===== src/rtl/fm_audio_scheduler_if.sv =====
`default_nettype none
// ============================================================================
//  Module   : fm_audio_scheduler_if
//  Purpose  : Sample bus between the I2S side, the control plane and the
//             FM modulator.
//  Revision : 1.0  initial release
// ============================================================================
interface fm_audio_scheduler_if #(
  parameter int A  = 8,
  parameter int DW = 16
);
  logic [DW-1:0] in_data;
  logic          in_toggle;
  logic          enable;
  logic          clear_flags;
  logic [A-1:0]  audio;
  logic          audio_valid;
  logic          underrun;
  logic          overrun;
  logic [1:0]    state;

  modport master (
    output in_data, in_toggle, enable, clear_flags,
    input  audio, audio_valid, underrun, overrun, state
  );

  modport slave (
    input  in_data, in_toggle, enable, clear_flags,
    output audio, audio_valid, underrun, overrun, state
  );
endinterface
`default_nettype wire


===== src/rtl/fm_audio_scheduler.sv =====
`default_nettype none
// ============================================================================
//  Module   : fm_audio_scheduler
//  Purpose  : Toggle-handshake bridge from the I2S domain into a small FIFO,
//             releasing one sample per tick to the FM modulator.
//             Optional macro FM_SCHED_SOFTMUTE_EN ramps audio to 0 in IDLE.
//  Revision : 1.0  initial release
// ============================================================================
module fm_audio_scheduler #(
  parameter int A        = 8,
  parameter int DW       = 16,
  parameter int DEPTH    = 4,
  parameter int TICK_DIV = 1024
) (
  input  wire logic           clk,
  input  wire logic           rst,
  fm_audio_scheduler_if.slave bus
);
  localparam int AW = $clog2(DEPTH);
  localparam int TW = $clog2(TICK_DIV);
  localparam int TL = TICK_DIV - 1;
  localparam int HD = DEPTH / 2;
  localparam logic [AW:0]   c_DEPTH     = DEPTH[AW:0];
  localparam logic [AW:0]   c_HALF      = HD[AW:0];
  localparam logic [TW-1:0] c_TICK_LAST = TL[TW-1:0];
  localparam logic [A-1:0]  c_ONE       = {{(A-1){1'b0}}, 1'b1};

  typedef enum logic [1:0] {
    ST_IDLE = 2'd0,
    ST_FILL = 2'd1,
    ST_RUN  = 2'd2
  } state_t;

  logic          r_sync1, r_sync2, r_sync3;
  logic          r_push;
  logic [A-1:0]  r_mem [DEPTH];
  logic [AW:0]   r_wr_ptr, r_rd_ptr;
  logic [TW-1:0] r_tick_cnt;
  state_t        r_state;
  logic [A-1:0]  r_audio;
  logic          r_audio_valid;
  logic          r_underrun, r_overrun;

  logic [AW:0]   w_count;
  logic          w_empty, w_full, w_tick, w_cnt_run, w_active;
  logic          w_pop, w_push_ok, w_overrun_set, w_underrun_set;
  logic [A-1:0]  w_head, w_wr_data, w_audio_mute;

  assign w_count   = r_wr_ptr - r_rd_ptr;
  assign w_empty   = (w_count == '0);
  assign w_full    = (w_count == c_DEPTH);
  assign w_tick    = (r_tick_cnt == c_TICK_LAST);
  assign w_head    = r_mem[r_rd_ptr[AW-1:0]];
  assign w_wr_data = bus.in_data[DW-1 -: A];
  assign w_active  = bus.enable && (r_state != ST_IDLE);

  // A pop on the same edge frees a slot, so a push into a full FIFO survives.
  assign w_pop          = bus.enable && (r_state == ST_RUN) && w_tick && !w_empty;
  assign w_push_ok      = w_active && r_push && (!w_full || w_pop);
  assign w_overrun_set  = w_active && r_push && w_full && !w_pop;
  assign w_underrun_set = bus.enable && (r_state == ST_RUN) && w_tick && w_empty;

`ifdef FM_SCHED_SOFTMUTE_EN
  // Counter keeps running in IDLE until the ramp has reached zero.
  assign w_cnt_run = bus.enable || ((r_state == ST_IDLE) && (r_audio != '0));
  always_comb begin
    w_audio_mute = r_audio;
    if ((r_state == ST_IDLE) && w_tick && (r_audio != '0))
      w_audio_mute = r_audio[A-1] ? (r_audio + c_ONE) : (r_audio - c_ONE);
  end
`else
  assign w_cnt_run    = bus.enable;
  assign w_audio_mute = '0;
`endif

  always_ff @(posedge clk) begin
    if (w_push_ok)
      r_mem[r_wr_ptr[AW-1:0]] <= w_wr_data;
  end

  always_ff @(posedge clk) begin
    if (rst) begin
      r_sync1       <= 1'b0;
      r_sync2       <= 1'b0;
      r_sync3       <= 1'b0;
      r_push        <= 1'b0;
      r_wr_ptr      <= '0;
      r_rd_ptr      <= '0;
      r_tick_cnt    <= '0;
      r_state       <= ST_IDLE;
      r_audio       <= '0;
      r_audio_valid <= 1'b0;
      r_underrun    <= 1'b0;
      r_overrun     <= 1'b0;
    end else begin
      r_sync1 <= bus.in_toggle;
      r_sync2 <= r_sync1;
      r_sync3 <= r_sync2;
      r_push  <= r_sync2 ^ r_sync3;

      if (!w_cnt_run || w_tick)
        r_tick_cnt <= '0;
      else
        r_tick_cnt <= r_tick_cnt + 1'b1;

      if (!w_active) begin
        r_wr_ptr <= '0;
        r_rd_ptr <= '0;
      end else begin
        if (w_push_ok) r_wr_ptr <= r_wr_ptr + 1'b1;
        if (w_pop)     r_rd_ptr <= r_rd_ptr + 1'b1;
      end

      // Set beats clear when both land on the same edge.
      if (w_underrun_set)        r_underrun <= 1'b1;
      else if (bus.clear_flags)  r_underrun <= 1'b0;
      if (w_overrun_set)         r_overrun  <= 1'b1;
      else if (bus.clear_flags)  r_overrun  <= 1'b0;

      r_audio_valid <= 1'b0;

      if (!bus.enable) begin
        r_state <= ST_IDLE;
        r_audio <= w_audio_mute;
      end else begin
        case (r_state)
          ST_IDLE: begin
            r_state <= ST_FILL;
            r_audio <= w_audio_mute;
          end
          ST_FILL: begin
            if (w_count >= c_HALF)
              r_state <= ST_RUN;
          end
          ST_RUN: begin
            if (w_tick) begin
              if (w_empty) begin
                r_state <= ST_FILL;
              end else begin
                r_audio       <= w_head;
                r_audio_valid <= 1'b1;
              end
            end
          end
          default: r_state <= ST_IDLE;
        endcase
      end
    end
  end

  assign bus.audio       = r_audio;
  assign bus.audio_valid = r_audio_valid;
  assign bus.underrun    = r_underrun;
  assign bus.overrun     = r_overrun;
  assign bus.state       = r_state;
endmodule
`default_nettype wire


===== src/flat_wrapper.sv =====
// flat-port wrapper written by rule: the top's interface ports become plain ports
module fm_audio_scheduler_flat 
#(
  parameter int A        = 8,
  parameter int DW       = 16,
  parameter int DEPTH    = 4,
  parameter int TICK_DIV = 1024
)
  (clk, rst, bus_in_data, bus_in_toggle, bus_enable, bus_clear_flags, bus_audio, bus_audio_valid, bus_underrun, bus_overrun, bus_state);
  fm_audio_scheduler_if #(.A(A), .DW(DW)) bus_i ();
  input  wire logic clk;
  input  wire logic rst;
  input wire logic [$bits(bus_i.in_data)-1:0] bus_in_data;
  input wire logic [$bits(bus_i.in_toggle)-1:0] bus_in_toggle;
  input wire logic [$bits(bus_i.enable)-1:0] bus_enable;
  input wire logic [$bits(bus_i.clear_flags)-1:0] bus_clear_flags;
  output wire logic [$bits(bus_i.audio)-1:0] bus_audio;
  output wire logic [$bits(bus_i.audio_valid)-1:0] bus_audio_valid;
  output wire logic [$bits(bus_i.underrun)-1:0] bus_underrun;
  output wire logic [$bits(bus_i.overrun)-1:0] bus_overrun;
  output wire logic [$bits(bus_i.state)-1:0] bus_state;
  assign bus_i.in_data = bus_in_data;
  assign bus_i.in_toggle = bus_in_toggle;
  assign bus_i.enable = bus_enable;
  assign bus_i.clear_flags = bus_clear_flags;
  assign bus_audio = bus_i.audio;
  assign bus_audio_valid = bus_i.audio_valid;
  assign bus_underrun = bus_i.underrun;
  assign bus_overrun = bus_i.overrun;
  assign bus_state = bus_i.state;
  fm_audio_scheduler #(.A(A), .DW(DW), .DEPTH(DEPTH), .TICK_DIV(TICK_DIV)) u_core (.clk(clk), .rst(rst), .bus(bus_i));
endmodule

===== config.mk =====
export PLATFORM = sky130hd
export DESIGN_NAME = fm_audio_scheduler_flat
export DESIGN_NICKNAME = d
export VERILOG_FILES = /design/src/rtl/fm_audio_scheduler_if.sv /design/src/rtl/fm_audio_scheduler.sv /design/src/flat_wrapper.sv
export SDC_FILE = /design/constraint.sdc
export NUM_CORES = 1
export LEC_CHECK = 0
export CAP_MARGIN = 20
export CORE_ASPECT_RATIO = 0.5
export CORE_MARGIN = 3
export CORE_UTILIZATION = 50
export CTS_BUF_LIST = sky130_fd_sc_hd__clkbuf_2
export DETAILED_ROUTE_END_ITERATION = 10
export PLACE_DENSITY = 0.73
export SETUP_SLACK_MARGIN = 0.4
export SYNTH_ARGS = -nofsm -noshare
export SYNTH_HDL_FRONTEND = slang
export SYNTH_SLANG_ARGS = --single-unit

===== constraint.sdc =====
create_clock -name clk -period 2.83 [get_ports clk]
set_input_delay 0.566 -clock clk [delete_from_list [all_inputs] [get_ports clk]]
set_output_delay 0.566 -clock clk [all_outputs]
set_load 0.01 [all_outputs]

## Yosys cells after proc, flatten, opt, wreduce, memory -nomap -nowiden

Memory sizes are Yosys's and may differ from the RTL's. A register that Yosys moved wholly into a read port is not among the register bits.
Index checks and enable logic that the tools add are counted.

| storage, ports and cells | value |
|---|---|
| register bits | 33 |
| bits in latches | 0 |
| bits in writable memories | 32 |
| bits in read-only memories | 0 |
| input port bits | 21 |
| output and inout port bits | 13 |
| word-level logic and storage cells | 73 |
| memories kept | 1 |

Memories:

| name | depth | width | rd ports | clocked after Yosys merged registers in | write ports | line | source |
|---|---|---|---|---|---|---|---|
| u_core.r_mem | 4 | 8 | 1 | 1 | 1 | fm_audio_scheduler.sv:36 | `logic [A-1:0] r_mem [DEPTH];` |

| cells by class | value |
|---|---|
| add/sub/neg operators | 4 |
| multiply operators | 0 |
| divide/modulo/power cells | 0 |
| magnitude comparators | 1 |
| equality and inequality tests | 8 |
| shift operators | 0 |
| mux-type cells | 15 |
| bitwise gates (word level) | 5 |
| reductions and logical operators | 27 |

Operator list:

| kind | count |
|---|---|
| 8-bit two-way mux | 2 |
| 8-bit case mux with 2 select lines | 1 |
| 10-bit by 1-bit adder with 10-bit output (second input constant) | 1 |
| 10-bit equality test (second input constant) | 1 |
| 2-bit two-way mux | 5 |
| 1-bit logical AND | 9 |
| 2-bit nonzero test | 4 |
| 3-bit by 1-bit adder with 3-bit output (second input constant) | 2 |
| 1-bit two-way mux | 6 |
| 2-bit by 1-bit inequality test with 1-bit output (second input constant) | 3 |
| 2-bit case mux with 3 select lines | 1 |
| 3-bit AND reduction | 2 |
| 2-bit OR reduction | 3 |
| 1-bit logical NOT | 4 |
| 1-bit NOT | 4 |
| 4-bit OR reduction | 1 |
| 3-bit equality test (second input constant) | 1 |
| 3-bit by 2-bit greater-or-equal comparator with 1-bit output (second input constant) | 1 |
| 3-bit logical NOT | 1 |
| 3-bit subtractor | 1 |
| 2-bit by 1-bit equality test with 1-bit output (second input constant) | 1 |
| 2-bit equality test (second input constant) | 1 |
| 2-bit logical NOT | 1 |
| 1-bit logical OR | 2 |
| 2 further kinds | 2 |

## Longest topological paths before layout

| depth | value |
|---|---|
| word-level depth | 8 |
| depth in mapped cells | 8 |
| depth with buffers taken out | 7 |

## Worst setup path after synthesis

No wires, ideal clock.

| timing | value |
|---|---|
| kind | register to register |
| start point | register u_core.r_wr_ptr[0] |
| end point | memory u_core.r_mem[0][0] (enable) |
| arrival | 2007 ps |
| required time | 2498 ps |
| slack | 491 ps |
| stages on the path, launching flop included | 8 |
| period minus slack after synthesis | 2339 ps |
| path through | dfxtp_1 -> inv_1 -> ha_1 -> fa_1 -> xnor3_1 -> nor2_1 -> a21boi_1 -> and2_1 |

| between the ends | value |
|---|---|
| cells in the longest elaborated chain, start to end | 8 |
| elaborated cells on any way between the ends | 10 |

Ends and longest elaborated chain:

| what | line | source |
|---|---|---|
| start: declaration | fm_audio_scheduler.sv:37 | `logic [AW:0] r_wr_ptr, r_rd_ptr;` |
| start signal: assignment | fm_audio_scheduler.sv:110 | `if (w_push_ok) r_wr_ptr <= r_wr_ptr + 1'b1;` |
| 3-bit subtractor | fm_audio_scheduler.sv:49 | `assign w_count = r_wr_ptr - r_rd_ptr;` |
| 3-bit logical NOT | fm_audio_scheduler.sv:50 | `assign w_empty = (w_count == '0);` |
| 1-bit logical NOT | fm_audio_scheduler.sv:58 | `assign w_pop = bus.enable && (r_state == ST_RUN) && w_tick && !w_empty;` |
| 1-bit logical AND | fm_audio_scheduler.sv:58 |  |
| 1-bit logical OR | fm_audio_scheduler.sv:59 | `assign w_push_ok = w_active && r_push && (!w_full \|\| w_pop);` |
| 1-bit logical AND | fm_audio_scheduler.sv:59 |  |
| 1-bit two-way mux | fm_audio_scheduler.sv:77 | `if (w_push_ok)` |
| 1-bit two-way mux (not written as such) | fm_audio_scheduler.sv:78 | `r_mem[r_wr_ptr[AW-1:0]] <= w_wr_data;` |
| end: declaration | fm_audio_scheduler.sv:36 |  |

Several ways; a longest one is shown, not always the timed one.

## Worst setup path in the final report

| timing | value |
|---|---|
| start point | register u_core.r_wr_ptr[0] |
| end point | memory u_core.r_mem[2][6] (enable) |

The elaborated chain is that of the path after synthesis.

==> out/results.ini <==
[hold_path]
min_to=u_core.r_sync2$_SDFF_PP0_
min_path_cells=1
hold_path.class=register to register
min_from=u_core.r_sync1$_SDFF_PP0_

[finish]
area_delta_synth_final_pct=18.2
drive_gt1_share_pct=14.2
stdcell_count=323
ff_latch_area_mm2=0.00167
postLayoutCellArea_mm2=0.00320
nNetsFinal=277
n_antenna_cell=0
nFillCells=417
multi_input_area_mm2=0.00100

[routing]
vias=1673
drtIter0Drc=113
detail-route-antenna-nets=0
route.detailed.drc=0
drt-total-wl_um=4640
dr.pass1.iters=4
viasPerCell=5.18
wire_per_inst_um=14.4

[critical_path]
crit_chain=inv_1, ha_1, fa_1, nand2_1, nor2_1, a21boi_2, and2_1, buf_4
r2r-start=u_core.r_wr_ptr[0]$_SDFFE_PP0P_
worstPathArrival_ns=2.57
cp-end-kind=register
cpPeakStageDelay_ns=0.58
crit_type=register to register
cp.required_ns=3.09
worstRegToRegCells=8
rr_endpoint=u_core.r_mem[2][6]$_DFFE_PP_
cp-start-kind=register
worstPathMaxFanout=8
r2r_slack_ns=0.52
cp_slowest_cell=fa_1

[clock_network]
cts_tree=done
clock_latency_ns=0.48
clkTransAtPathRegs_ns=0.17
cts_root_buf=clkbuf_2
htreeDepth=3
cts_made_buffers=9
clockBufferDepth=2
cts_sinks=67

[yosys]
synth_edf_count=32
yosysSeqAreaShare_pct=61.4
syn_nets=239
avgSynthCellArea_um2=12.9
synthTopCellsByArea=edfxtp_1 35%, dfxtp_1 26%, mux4_2 6.7%
synthDistinctLibCells=38
synth_most_common_cell=dfxtp_1
synth-seq-cells=67
async_reset_ff_share_pct=0
yosysWarnings=0
syn_area_mm2=0.00271
synth_top_area_share_pct=35.5
synthCells=210
synth-main-ff-cell=dfxtp_1
synth_top_cell_by_area=edfxtp_1
synth_top_cells_by_count=35 x dfxtp_1, 32 x edfxtp_1, 27 x nand2_1

[die]
die_h_um=58.0
start_util_pct=53.4
core-area_mm2=0.00507
die-area_mm2=0.00639
rows=18
io_pins=34
die_w_um=110

[power_and_ir_drop]
leakagePower_nw=1.16
ir_worst_vdd_mv=0.272
power.density_mw_per_mm2=495

[placement]
place.gp.congestion=0.802
dp_cells=306
placed_cell_area_mm2=0.00307
place_hpwl_um=3160
numPortBuffers=25

[sta]
worst_pin_slew_ns=0.584
holdWs_ns=0.461
period_share_pct=81.7
fin_skew_ns=0.0129
period_needed_ns=2.31
fmax_mhz=433
fin_tns_setup_ns=0
slew_headroom_pct=61.0
final_max_slew_viol_count=0
hold_viol=0
setup_violations=0
rsz0062_at_grt=false

[global_routing]
grt_max_degree=14
grtUsageTotal_pct=16.8
grt_first_pass_wirelength_um=7880
first_global_vias=1630
overflow=0
antenna_found_initial=0

[run]
drv_cap=0

[run_status]
run_status=completed

state kept, by name (all words and copies together), names as in the netlist, 2 cells and up, named ones only:
name,cells
u_core.bus.audio,8
u_core.bus.state,2
u_core.r_mem,32
u_core.r_rd_ptr,3
u_core.r_tick_cnt,10
u_core.r_wr_ptr,3
stage by stage:
| step | utilization (%) | power, W | setup WS [ns] |
|---|---|---|---|
| 2_1_floorplan | - | 0.00106 | 0.491 |
| 3_5_place_dp | 60.6 | 0.00109 | 0.240 |
| 6_report | 63.2 | 0.00158 | 0.519 |
| 5_1_grt | 63.2 | 0.00167 | 0.384 |
| 4_1_cts | 63.0 | 0.00161 | 0.443 |
| 3_3_place_gp | 60.6 | 0.00108 | 0.290 |
metal layers:
metal	up-vias	GRT usage (%)	part of all wire, %
met4	0	5.33	1.2
li1	827	-	-
met5	-	0	0
met1	803	21.5	45
met2	34	26.3	49
met3	9	7.12	5.5
critical path: cells and delay by family (launching register included):
| family | cells | cell delay (ns) |
|---|---|---|
| DFF | 1 | 0.39 |
| AOI/OAI and AO/OA | 1 | 0.12 |
| and+or+nand+nor | 3 | 0.53 |
| buffers and inverters | 2 | 0.25 |
| adders and majority gates | 2 | 0.79 |
timing repair:
action / 4_1_cts / 5_1_grt
endpoints found under the setup margin: 32 / 34
resized for setup: 2 / 4
hold buffers: 0 / 0
pin swaps: 1 / 1
setup buffers: 1 / 0
worst max path at each step:
stage	start	to	slack, ns	cells after the start
6_report	u_core.r_wr_ptr[0]$_SDFFE_PP0P_	u_core.r_mem[2][6]$_DFFE_PP_	0.52	8
5_1_grt	u_core.r_wr_ptr[0]$_SDFFE_PP0P_	u_core.r_mem[2][5]$_DFFE_PP_	0.38	8
4_1_cts	u_core.r_wr_ptr[0]$_SDFFE_PP0P_	u_core.bus.audio[4]$_SDFFE_PP0P_	0.44	8
3_5_place_dp	u_core.r_wr_ptr[0]$_SDFFE_PP0P_	u_core.r_mem[0][6]$_DFFE_PP_	0.24	8
3_3_place_gp	u_core.r_wr_ptr[0]$_SDFFE_PP0P_	u_core.r_mem[2][6]$_DFFE_PP_	0.29	8
2_1_floorplan	u_core.r_wr_ptr[0]$_SDFFE_PP0P_	u_core.r_mem[0][0]$_DFFE_PP_	0.49	7
layout by cell type, fill, tap and decap left out, types with 8 or more instances in the layout:
cell type         n
dfxtp_1          34
edfxtp_1         32
nand2_1          27
clkdlybuf4s50_1  25
nor2_1           16
mux2i_1          11
clkbuf_2         10
buf_4             9
mux4_2            8
cell type report:
type	instances	share of cell area, %
sequential	67	52.0
multi-input combinational	131	31.4
timing repair buffer	34	9.93
tap	70	2.74
clock inverter	6	1.76
clock buffer	10	1.56
inverter	5	0.586
cell families (layout without fill, tap and decap cells):
group | after synthesis | after routing | share of synthesized area, %
AND/OR/NAND/NOR | 77 | 77 | 14.1
buffers and inverters | 12 | 55 | 1.99
adder cells (fa/ha/maj) | 8 | 8 | 3.97
AO/OA/AOI/OAI | 17 | 17 | 4.07
multiplexers | 19 | 19 | 10.7
flip-flops | 67 | 67 | 61.4
XOR/XNOR | 10 | 10 | 3.74
power breakdown:
part / internal, W / switching (W)
Sequential: 0.00102 / 0.00000436
Clock: 0.000199 / 0.000322
Combinational: 0.0000229 / 0.0000183
Power figures use the tool's default switching activity.
